===== src/rtl/lrn_pkg.sv =====
// lrn_pkg -- shared definitions for the LRN window buffer.
//   lrn_wb_state_t : window-buffer FSM state (FILL, DRAIN, WAIT_DIV, DONE)
//   LRN_WIN_DEPTH  : default maximum number of words in one window
//   lrn_clamp_len  : maps a requested window length to the length actually used
package lrn_pkg;

  localparam int LRN_WIN_DEPTH = 16;

  typedef enum logic [1:0] {
    FILL     = 2'd0,
    DRAIN    = 2'd1,
    WAIT_DIV = 2'd2,
    DONE     = 2'd3
  } lrn_wb_state_t;

  // A zero or oversized request means "use the whole buffer".
  function automatic int lrn_clamp_len(input int len, input int depth);
    return (len == 0 || len > depth) ? depth : len;
  endfunction

endpackage


===== src/rtl/lrn_wb_ram.sv =====
// lrn_wb_ram -- simple dual-port word store for one LRN window.
//   clk   : write clock (rising edge)
//   we    : write enable; wdata is stored at waddr on the rising edge
//   waddr : write address
//   wdata : write data
//   raddr : read address
//   rdata : combinational read data, mem[raddr]
// Contents are not reset.
module lrn_wb_ram #(
  parameter int DATA_WIDTH = 16,
  parameter int DEPTH      = 16,
  parameter int AW         = (DEPTH > 1) ? $clog2(DEPTH) : 1
) (
  input  logic                  clk,
  input  logic                  we,
  input  logic [AW-1:0]         waddr,
  input  logic [DATA_WIDTH-1:0] wdata,
  input  logic [AW-1:0]         raddr,
  output logic [DATA_WIDTH-1:0] rdata
);

  logic [DATA_WIDTH-1:0] mem [DEPTH];

  always_ff @(posedge clk) begin
    if (we) mem[waddr] <= wdata;
  end

  assign rdata = mem[raddr];

endmodule


===== src/rtl/lrn_window_buffer.sv =====
// lrn_window_buffer -- captures one window of GLB words, streams it to the LRN
// datapath and waits until the divider has normalized every word.
//   core_clk          : clock (rising edge)
//   reset             : synchronous, active-high
//   r_enable          : GLB read strobe; glb_rdata is valid one cycle later
//   glb_rdata         : GLB read data
//   win_len           : words per window (0 or > WIN_DEPTH means WIN_DEPTH)
//   full_flag         : window captured and not yet finished (DRAIN/WAIT_DIV)
//   out_data/out_valid/out_ready : word stream to the datapath
//   div_out_valid     : one normalized result produced by the divider
//   normalized_window : one-cycle pulse when the whole window is normalized
//   fill_count        : words currently held
//   overflow_err      : only with LRN_WB_OVERFLOW_CHK_EN; sticky flag for a
//                       capture attempted outside FILL
//   state_dbg         : current FSM state
//
// Handshake: a word moves when out_valid && out_ready on a rising edge.
// out_valid never drops and out_data never changes while a word waits
// (out_valid=1, out_ready=0); out_valid does not depend on out_ready.
module lrn_window_buffer
  import lrn_pkg::*;
#(
  parameter int DATA_WIDTH = 16,
  parameter int M_WIDTH    = 10,
  parameter int WIN_DEPTH  = LRN_WIN_DEPTH
) (
  input  logic                           core_clk,
  input  logic                           reset,
  input  logic                           r_enable,
  input  logic [DATA_WIDTH-1:0]          glb_rdata,
  input  logic [M_WIDTH-1:0]             win_len,
  output logic                           full_flag,
  output logic [DATA_WIDTH-1:0]          out_data,
  output logic                           out_valid,
  input  logic                           out_ready,
  input  logic                           div_out_valid,
  output logic                           normalized_window,
  output logic [$clog2(WIN_DEPTH+1)-1:0] fill_count,
`ifdef LRN_WB_OVERFLOW_CHK_EN
  output logic                           overflow_err,
`endif
  output lrn_wb_state_t                  state_dbg
);

  localparam int CW = $clog2(WIN_DEPTH + 1);
  localparam int AW = (WIN_DEPTH > 1) ? $clog2(WIN_DEPTH) : 1;

  lrn_wb_state_t state, state_next;

  logic          cap_en;
  logic [AW-1:0] wr_ptr, rd_ptr;
  logic [CW-1:0] fill_cnt, div_cnt, eff_len;
  logic          full_q;

  logic          capture, first_cap, xfer, last_xfer, div_inc;
  logic [CW-1:0] len_first, len_now, fill_next;
  logic [DATA_WIDTH-1:0] ram_rdata;

  function automatic logic [AW-1:0] ptr_inc(input logic [AW-1:0] p);
    return (p == AW'(WIN_DEPTH - 1)) ? '0 : p + AW'(1);
  endfunction

  // The length is taken from win_len on the first capture of a window and
  // held in eff_len after that, so the compare in that same cycle must use
  // the freshly clamped value.
  assign len_first = CW'(lrn_clamp_len(int'(win_len), WIN_DEPTH));
  assign capture   = cap_en && (state == FILL);
  assign first_cap = capture && (fill_cnt == '0);
  assign len_now   = first_cap ? len_first : eff_len;
  assign fill_next = fill_cnt + CW'(1);
  assign xfer      = (state == DRAIN) && out_ready;
  assign last_xfer = xfer && (CW'(rd_ptr) == eff_len - CW'(1));
  assign div_inc   = div_out_valid && (div_cnt < eff_len);

  always_ff @(posedge core_clk) begin
    if (reset) state <= FILL;
    else       state <= state_next;
  end

  always_comb begin
    state_next = state;
    case (state)
      FILL:     if (capture && (fill_next == len_now)) state_next = DRAIN;
      DRAIN:    if (last_xfer)                         state_next = WAIT_DIV;
      WAIT_DIV: if (div_cnt == eff_len)                state_next = DONE;
      DONE:                                            state_next = FILL;
      default:                                         state_next = FILL;
    endcase
  end

  always_ff @(posedge core_clk) begin
    if (reset) begin
      cap_en   <= 1'b0;
      wr_ptr   <= '0;
      rd_ptr   <= '0;
      fill_cnt <= '0;
      div_cnt  <= '0;
      eff_len  <= '0;
      full_q   <= 1'b0;
    end else begin
      cap_en <= r_enable;
      full_q <= (state_next == DRAIN) || (state_next == WAIT_DIV);
      if (state == DONE) begin
        wr_ptr   <= '0;
        rd_ptr   <= '0;
        fill_cnt <= '0;
        div_cnt  <= '0;
      end else begin
        if (capture) begin
          wr_ptr   <= ptr_inc(wr_ptr);
          fill_cnt <= fill_next;
        end
        if (first_cap) eff_len <= len_first;
        if (xfer)      rd_ptr  <= ptr_inc(rd_ptr);
        if (div_inc)   div_cnt <= div_cnt + CW'(1);
      end
    end
  end

`ifdef LRN_WB_OVERFLOW_CHK_EN
  always_ff @(posedge core_clk) begin
    if (reset)                          overflow_err <= 1'b0;
    else if (cap_en && (state != FILL)) overflow_err <= 1'b1;
  end
`endif

  lrn_wb_ram #(
    .DATA_WIDTH(DATA_WIDTH),
    .DEPTH     (WIN_DEPTH),
    .AW        (AW)
  ) u_ram (
    .clk  (core_clk),
    .we   (capture),
    .waddr(wr_ptr),
    .wdata(glb_rdata),
    .raddr(rd_ptr),
    .rdata(ram_rdata)
  );

  assign out_valid         = (state == DRAIN);
  assign out_data          = out_valid ? ram_rdata : '0;
  assign full_flag         = full_q;
  assign normalized_window = (state == DONE);
  assign fill_count        = fill_cnt;
  assign state_dbg         = state;

endmodule


===== config.mk =====
export PLATFORM = sky130hd
export DESIGN_NAME = lrn_window_buffer
export DESIGN_NICKNAME = d
export VERILOG_FILES = /design/src/rtl/lrn_pkg.sv /design/src/rtl/lrn_wb_ram.sv /design/src/rtl/lrn_window_buffer.sv
export SDC_FILE = /design/constraint.sdc
export NUM_CORES = 1
export LEC_CHECK = 0
export BUFFER_PORTS_ARGS = -buffer_cell sky130_fd_sc_hd__buf_4
export CORE_MARGIN = 2
export CORE_UTILIZATION = 26
export DETAILED_ROUTE_END_ITERATION = 10
export PLACE_DENSITY = 0.38
export REMOVE_ABC_BUFFERS = 1
export SLEW_MARGIN = 20
export SYNTH_ARGS = -nofsm -noshare
export SYNTH_HDL_FRONTEND = slang
export SYNTH_SLANG_ARGS = --single-unit

===== constraint.sdc =====
create_clock -name core_clk -period 4.3 [get_ports core_clk]
set_clock_uncertainty 0.1 [all_clocks]
set_input_delay 0 -clock core_clk [delete_from_list [all_inputs] [get_ports core_clk]]
set_output_delay 0 -clock core_clk [all_outputs]
set_load 0.02 [all_outputs]

== After elaboration in Yosys (flattened, before gate mapping) ==
Memory sizes are Yosys's and may differ from the RTL's. A register that Yosys moved wholly into a read port is not among the register bits.
Cells that the tools add are included.
Word-level totals
  memories: 1
  output and inout bits: 26
  logic and storage cells: 51
  flip-flop bits (word level): 27
  input bits: 31
  bits in writable memories: 256
Operators by class
  reductions and logical operators: 12
  magnitude comparators: 2
  eq/ne operators: 10
  add/sub/neg operators: 5
  multiplexer cells: 13
Memories
  u_ram.mem: depth 16, bits a word 16, rd ports 1, clocked after memory_dff 1, write ports 1, line lrn_wb_ram.sv:22  | logic [DATA_WIDTH-1:0] mem [DEPTH];
Operator list (number)
  two-way mux 16 bit: 1
  two-way mux 4 bit: 4
  adder 5 x 1 -> 5 bit (second input constant): 2
  equality test 5 bit: 2
  > comparator 10 x 5 -> 1 bit (second input constant): 1
  zero test 10 bit: 1
  two-way mux 5 bit: 2
  adder 4 x 1 -> 4 bit (second input constant): 2
  equality test 4 bit (second input constant): 2
  case mux 2 bit (4 select lines): 1
  equality test 2 bit (second input constant): 3
  logical AND 1 bit: 6
  two-way mux 2 bit: 3
  equality test 4 x 5 -> 1 bit: 1
  zero test 5 bit: 1
  < comparator 5 bit: 1
  subtractor 5 x 1 -> 5 bit (second input constant): 1
  equality test 2 x 1 -> 1 bit (second input constant): 2
  zero test 2 bit: 1
  logical OR 1 bit: 2
  two-way mux 1 bit: 2
  OR reduction 2 bit: 1

== Depth between registers and ports, before layout ==
  depth after elaboration: 10
  gate-level depth with buffers: 10
  depth with buffers taken out: 9

== Modules after synthesis ==
Synthesis repeated with hierarchy kept, for this count alone.
Second synthesis, totals
  cells, all modules: 631
  area, all modules: 11484.8 µm²
Modules (own cells, without submodules)
  lrn_wb_ram: cells each 416, times used 1, sequential area each 7687.4 µm², area an instance 9723.1 µm²
  lrn_window_buffer: cells each 215, times used 1, sequential area each 540.5 µm², area an instance 1761.7 µm²

== Worst setup path after synthesis ==
OpenSTA, ideal clock, no wires.
  path type: flip-flop to flip-flop
  from: register state[1], in the netlist state_dbg[1]
  to: memory u_ram.mem[3][0], enable pin
  data arrival time: 2388 ps
  clock period less this slack: 2897 ps
  required time: 3791 ps
  setup time: 409 ps
  path slack: 1403 ps
  cell stages (with the launch flop): 5
  path buffers: 1
  cell sequence: dfxtp_1 -> nor3b_2 -> clkbuf_1 -> nand2_1 -> nor3_1
On the way
  longest elaborated chain between the ends: 4
RTL lines
  start, declared: line lrn_window_buffer.sv:48  | lrn_wb_state_t state, state_next;
  start signal, assigned: line lrn_window_buffer.sv:77  | else state <= state_next;
  zero test 2 bit: line lrn_window_buffer.sv:67  | assign capture = cap_en && (state == FILL);
  logical AND 1 bit: line lrn_window_buffer.sv:67
  two-way mux 1 bit: line lrn_wb_ram.sv:25  | if (we) mem[waddr] <= wdata;
  two-way mux 1 bit (implied by the code): line lrn_wb_ram.sv:25
  end, declared: line lrn_wb_ram.sv:22
No other way between the ends.

== Worst setup path after layout ==
  from: input port win_len[8]
  to: register state[0], in the netlist state_dbg[0]
On the way
  longest elaborated chain between the ends: 8
  elaborated cells on any way between the ends: 9
  those cells by class: order compare (1); eq/ne (1); mux (4); reduce/logical (3)
RTL lines
  start, declared: line lrn_window_buffer.sv:31  | input logic [M_WIDTH-1:0] win_len,
  > comparator 10 x 5 -> 1 bit or zero test 10 bit (tied branches): line lrn_pkg.sv:18  | return (len == 0 || len > depth) ? depth : len;
  logical OR 1 bit (*): line lrn_pkg.sv:18
  two-way mux 5 bit (*): line lrn_pkg.sv:18
  two-way mux 5 bit (*)
  equality test 5 bit (*): line lrn_window_buffer.sv:83  | FILL: if (capture && (fill_next == len_now)) state_next = DRAIN;
  logical AND 1 bit (*): line lrn_window_buffer.sv:83
  two-way mux 2 bit (*): line lrn_window_buffer.sv:83
  case mux 2 bit (4 select lines) (*): line lrn_window_buffer.sv:82  | case (state)
Every way passes the cells marked *; elsewhere a longest branch is shown, timed or not.
A chain may end at the register's enable or synchronous reset.

==> metrics.yaml <==
pwr-share-clk_pct: 45.6
cts_root_buf: "clkbuf_16"
tightest_slew_ns: 0.9444
cp.buffers_inverters: 5
r2r_slack_ns: 0.82
cts_buffers: 34
cp.depth: 12
grt_usage_pct: 12.47
timing.rr.start: "fill_count[0]$_SDFFE_PP0P_"
synth.most_common_cell: "edfxtp_1"
finalHoldViolCount: 0
crit_type: "in -> reg"
dp_slack_ns: 1.563
path_cells: "dlygate4sd3_1 -> buf_4 -> or4b_2 -> dlygate4sd3_1 -> nor4_4 -> dlygate4sd3_1 -> nor2_1 -> and4_1 -> mux2i_1 -> or3_1 -> a21oi_1 -> dlygate4sd3_1"
postCtsSetupRepairBufs: 0
dp_hpwl_mm: 16.17
synth_edf_count: 256
gp_congestion: 0.7209
htree_levels: 2
drv_cap: 0
syn_area_sq_mm: 0.01152
peakVddDrop_uv: 195.9
critPathRequiredTime_ns: 4.61
via_count: 5845
core_sq_mm: 0.04403
grt_antenna_before_repair: 0
drc_errors: 0
ant_nets: 0
setup_viol: 0
grt-ovfl-total: 0
num-nets-final: 754
avgSynthCellArea_sq_um: 19.50
num_rows: 77
intPower_mw: 4.757
netSwitchingPower_mw: 1.250
cts_sinks: 287
period_share_pct: 83.82
yosys_register_bits: 287
max_stage_delay_ns: 0.62
rr_endpoint: "state_dbg[0]$_SDFF_PP0_"
final_cells: 1325
cp.arrival_ns: 3.91
hold_path_depth: 3
cp_max_fo: 4
yosysTopAreaCellShare_pct: 66.70
grt_pass1_vias: 6423
avgRoutedWirePerCell_um: 21.37
n_antenna_cell: 0
switching_share_pct: 20.81
first_pass_iters: 4
synth_ff_type: "edfxtp_1"
place_inst: 1231
grt_start_max_net_pins: 39
synthCells: 591
leakagePower_nw: 4.523
outcome: "finished, final reports clean"
die_w_um: 214.5
layout-drive-gt1-share_pct: 32.20
drv_slew: 0
hold_path_class: "in -> reg"
powerDensity_mw_per_mm2: 423.2
fmax_ghz: 0.2775
grt_setup_unrepaired: "false"
drt-initial-drc-count: 370
cts_resized: 0
avgViaCountPerCell: 4.411
initial_utilization_pct: 26.18
grt_pass1_wl_mm: 41.92
die_y_um: 214.5
synth.area.top_cells: "edfxtp_1, mux4_2, dfxtp_1"
port_buffers: 56
ys_async_sr_fraction_pct: 0
cts_tree: "built"
io_pins: 57
synth_top_cell_by_area: "edfxtp_1"
hp-start: "reset"
cpMostUsedCell: "dlygate4sd3_1"
yosysWarnings: 0
netlist_top_cells_count: "edfxtp_1, mux4_2, nor2_1"
dieArea_sq_mm: 0.04603
start_kind: "input port"
worst_slack_ns: 0.6959
cp-end-kind: "flop"
hold_end: "eff_len[3]$_SDFFE_PP0N_"
critical-path-top-delay-family: "buffers and inverters"
clk_latency_ns: 0.52
wl_mm: 28.32
ctsLongestPathBuffers: 3
max-slew-margin-rel_pct: 36.70
seqPwrFrac_pct: 51.0
r2r_cells: 11
crit_slowest_cell: "dlygate4sd3_1"
combPwrFrac_pct: 3.3
area_growth_pct: 23.14
tns_ns: 0
fin_crit_ns: 3.604
ys_types: 48
path_clk_slew_ns: 0.06
ys_seq_area_share_pct: 72.09
-- cell families (layout without fill, tap and decap cells) --
group	count (synthesis)	after routing	share of synthesized area (%)
flip-flops	287	287	72.09
AND/OR/NAND/NOR	121	121	6.025
multiplexers	86	86	16.21
buffers and inverters	40	182	1.476
AO/OA/AOI/OAI	23	23	1.162
XOR/XNOR	20	20	1.520
adder cells (fa/ha/maj)	14	14	1.520
-- area by class of cell --
cell class | instances | area, sq um
clock inverters | 20 | 156.4
inverters | 11 | 41.29
repair buffers | 111 | 943.4
clock buffers | 40 | 894.6
fillers | 4248 | 29840
well taps | 592 | 740.7
multi-input cells | 264 | 3102
flip-flops and latches | 287 | 8313
-- worst max path at each step --
stage	start	endpoint	slack [ns]
after floorplan	flop	out_data[0]	0.14
after global placement	flop	out_data[15]	1.55
after detailed placement	flop	out_data[3]	1.56
after CTS	win_len[8]	state_dbg[0]$_SDFF_PP0_	0.72
after global routing	win_len[8]	state_dbg[0]$_SDFF_PP0_	0.58
final	win_len[8]	state_dbg[0]$_SDFF_PP0_	0.70
-- metrics by stage --
stage	area, sq um	total power [mW]	utilization (%)	hold WS, ns
after floorplan	11400	3.212	-	-0.03093
after CTS	14190	6.118	32.23	0.1499
after detailed placement	12800	3.308	29.07	0.1173
final	14190	6.006	32.23	0.1873
after global routing	14190	6.241	32.23	0.1761
after global placement	12800	3.302	29.07	0.1186
-- tightest hold or removal path, delay by kind of cell --
kind	cells	cell delay [ns]
buf+inv	2	0.70
simple gates	1	0.06
-- flip-flops by register name, summed over array words and instances (netlist names), named ones only --
register / cells
full_flag: 1
cap_en: 1
div_cnt: 5
wr_ptr: 4
rd_ptr: 4
eff_len: 5
state_dbg: 2
u_ram.mem: 256
fill_count: 5
-- power groups by stage --
stage | Combinational (mW) | Sequential, mW | Clock [mW]
3_5_place_dp | 0.183 | 3.12 | 0
3_3_place_gp | 0.178 | 3.12 | 0
2_1_floorplan | 0.0842 | 3.13 | 0
4_1_cts | 0.205 | 3.07 | 2.85
5_1_grt | 0.218 | 3.07 | 2.96
6_report | 0.200 | 3.07 | 2.74
-- layer usage --
layer  vias up  share of wire, %  global-route usage [%]
li1       2615                 -                       -
met1      3091                44                   16.04
met2       100                50                   21.15
met3        39               4.7                   2.950
met4         0               1.8                   3.310
met5         -                 0                       0
-- placed cells by master, fill, tap and decap left out, types with 2 or more instances in the layout --
cell type,count
nor2b_1,5
nand3b_1,2
xor2_1,11
clkinv_2,4
edfxtp_1,256
or2_2,3
inv_1,11
nand4_1,5
nand2_1,17
clkinv_1,9
inv_6,2
nor3_2,4
bufinv_16,2
and2_1,18
clkbuf_16,35
o21ai_0,4
a21oi_1,10
dfxtp_1,29
xnor2_1,9
or3_1,5
mux2i_1,4
dlygate4sd3_1,34
and4_1,2
clkinv_4,2
clkbuf_1,5
buf_4,75
nor4_1,2
nor3_1,2
nor2_2,12
nand2b_1,5
a31oi_1,5
ha_1,14
nor2_1,25
mux4_2,80
buf_12,2
-- timing repair --
item	4_1_cts	5_1_grt
endpoints found under the setup margin	0	0
hold buffers	34	0
endpoints found under the hold margin	278	0
Note: power is estimated with default switching activity, not from simulation.
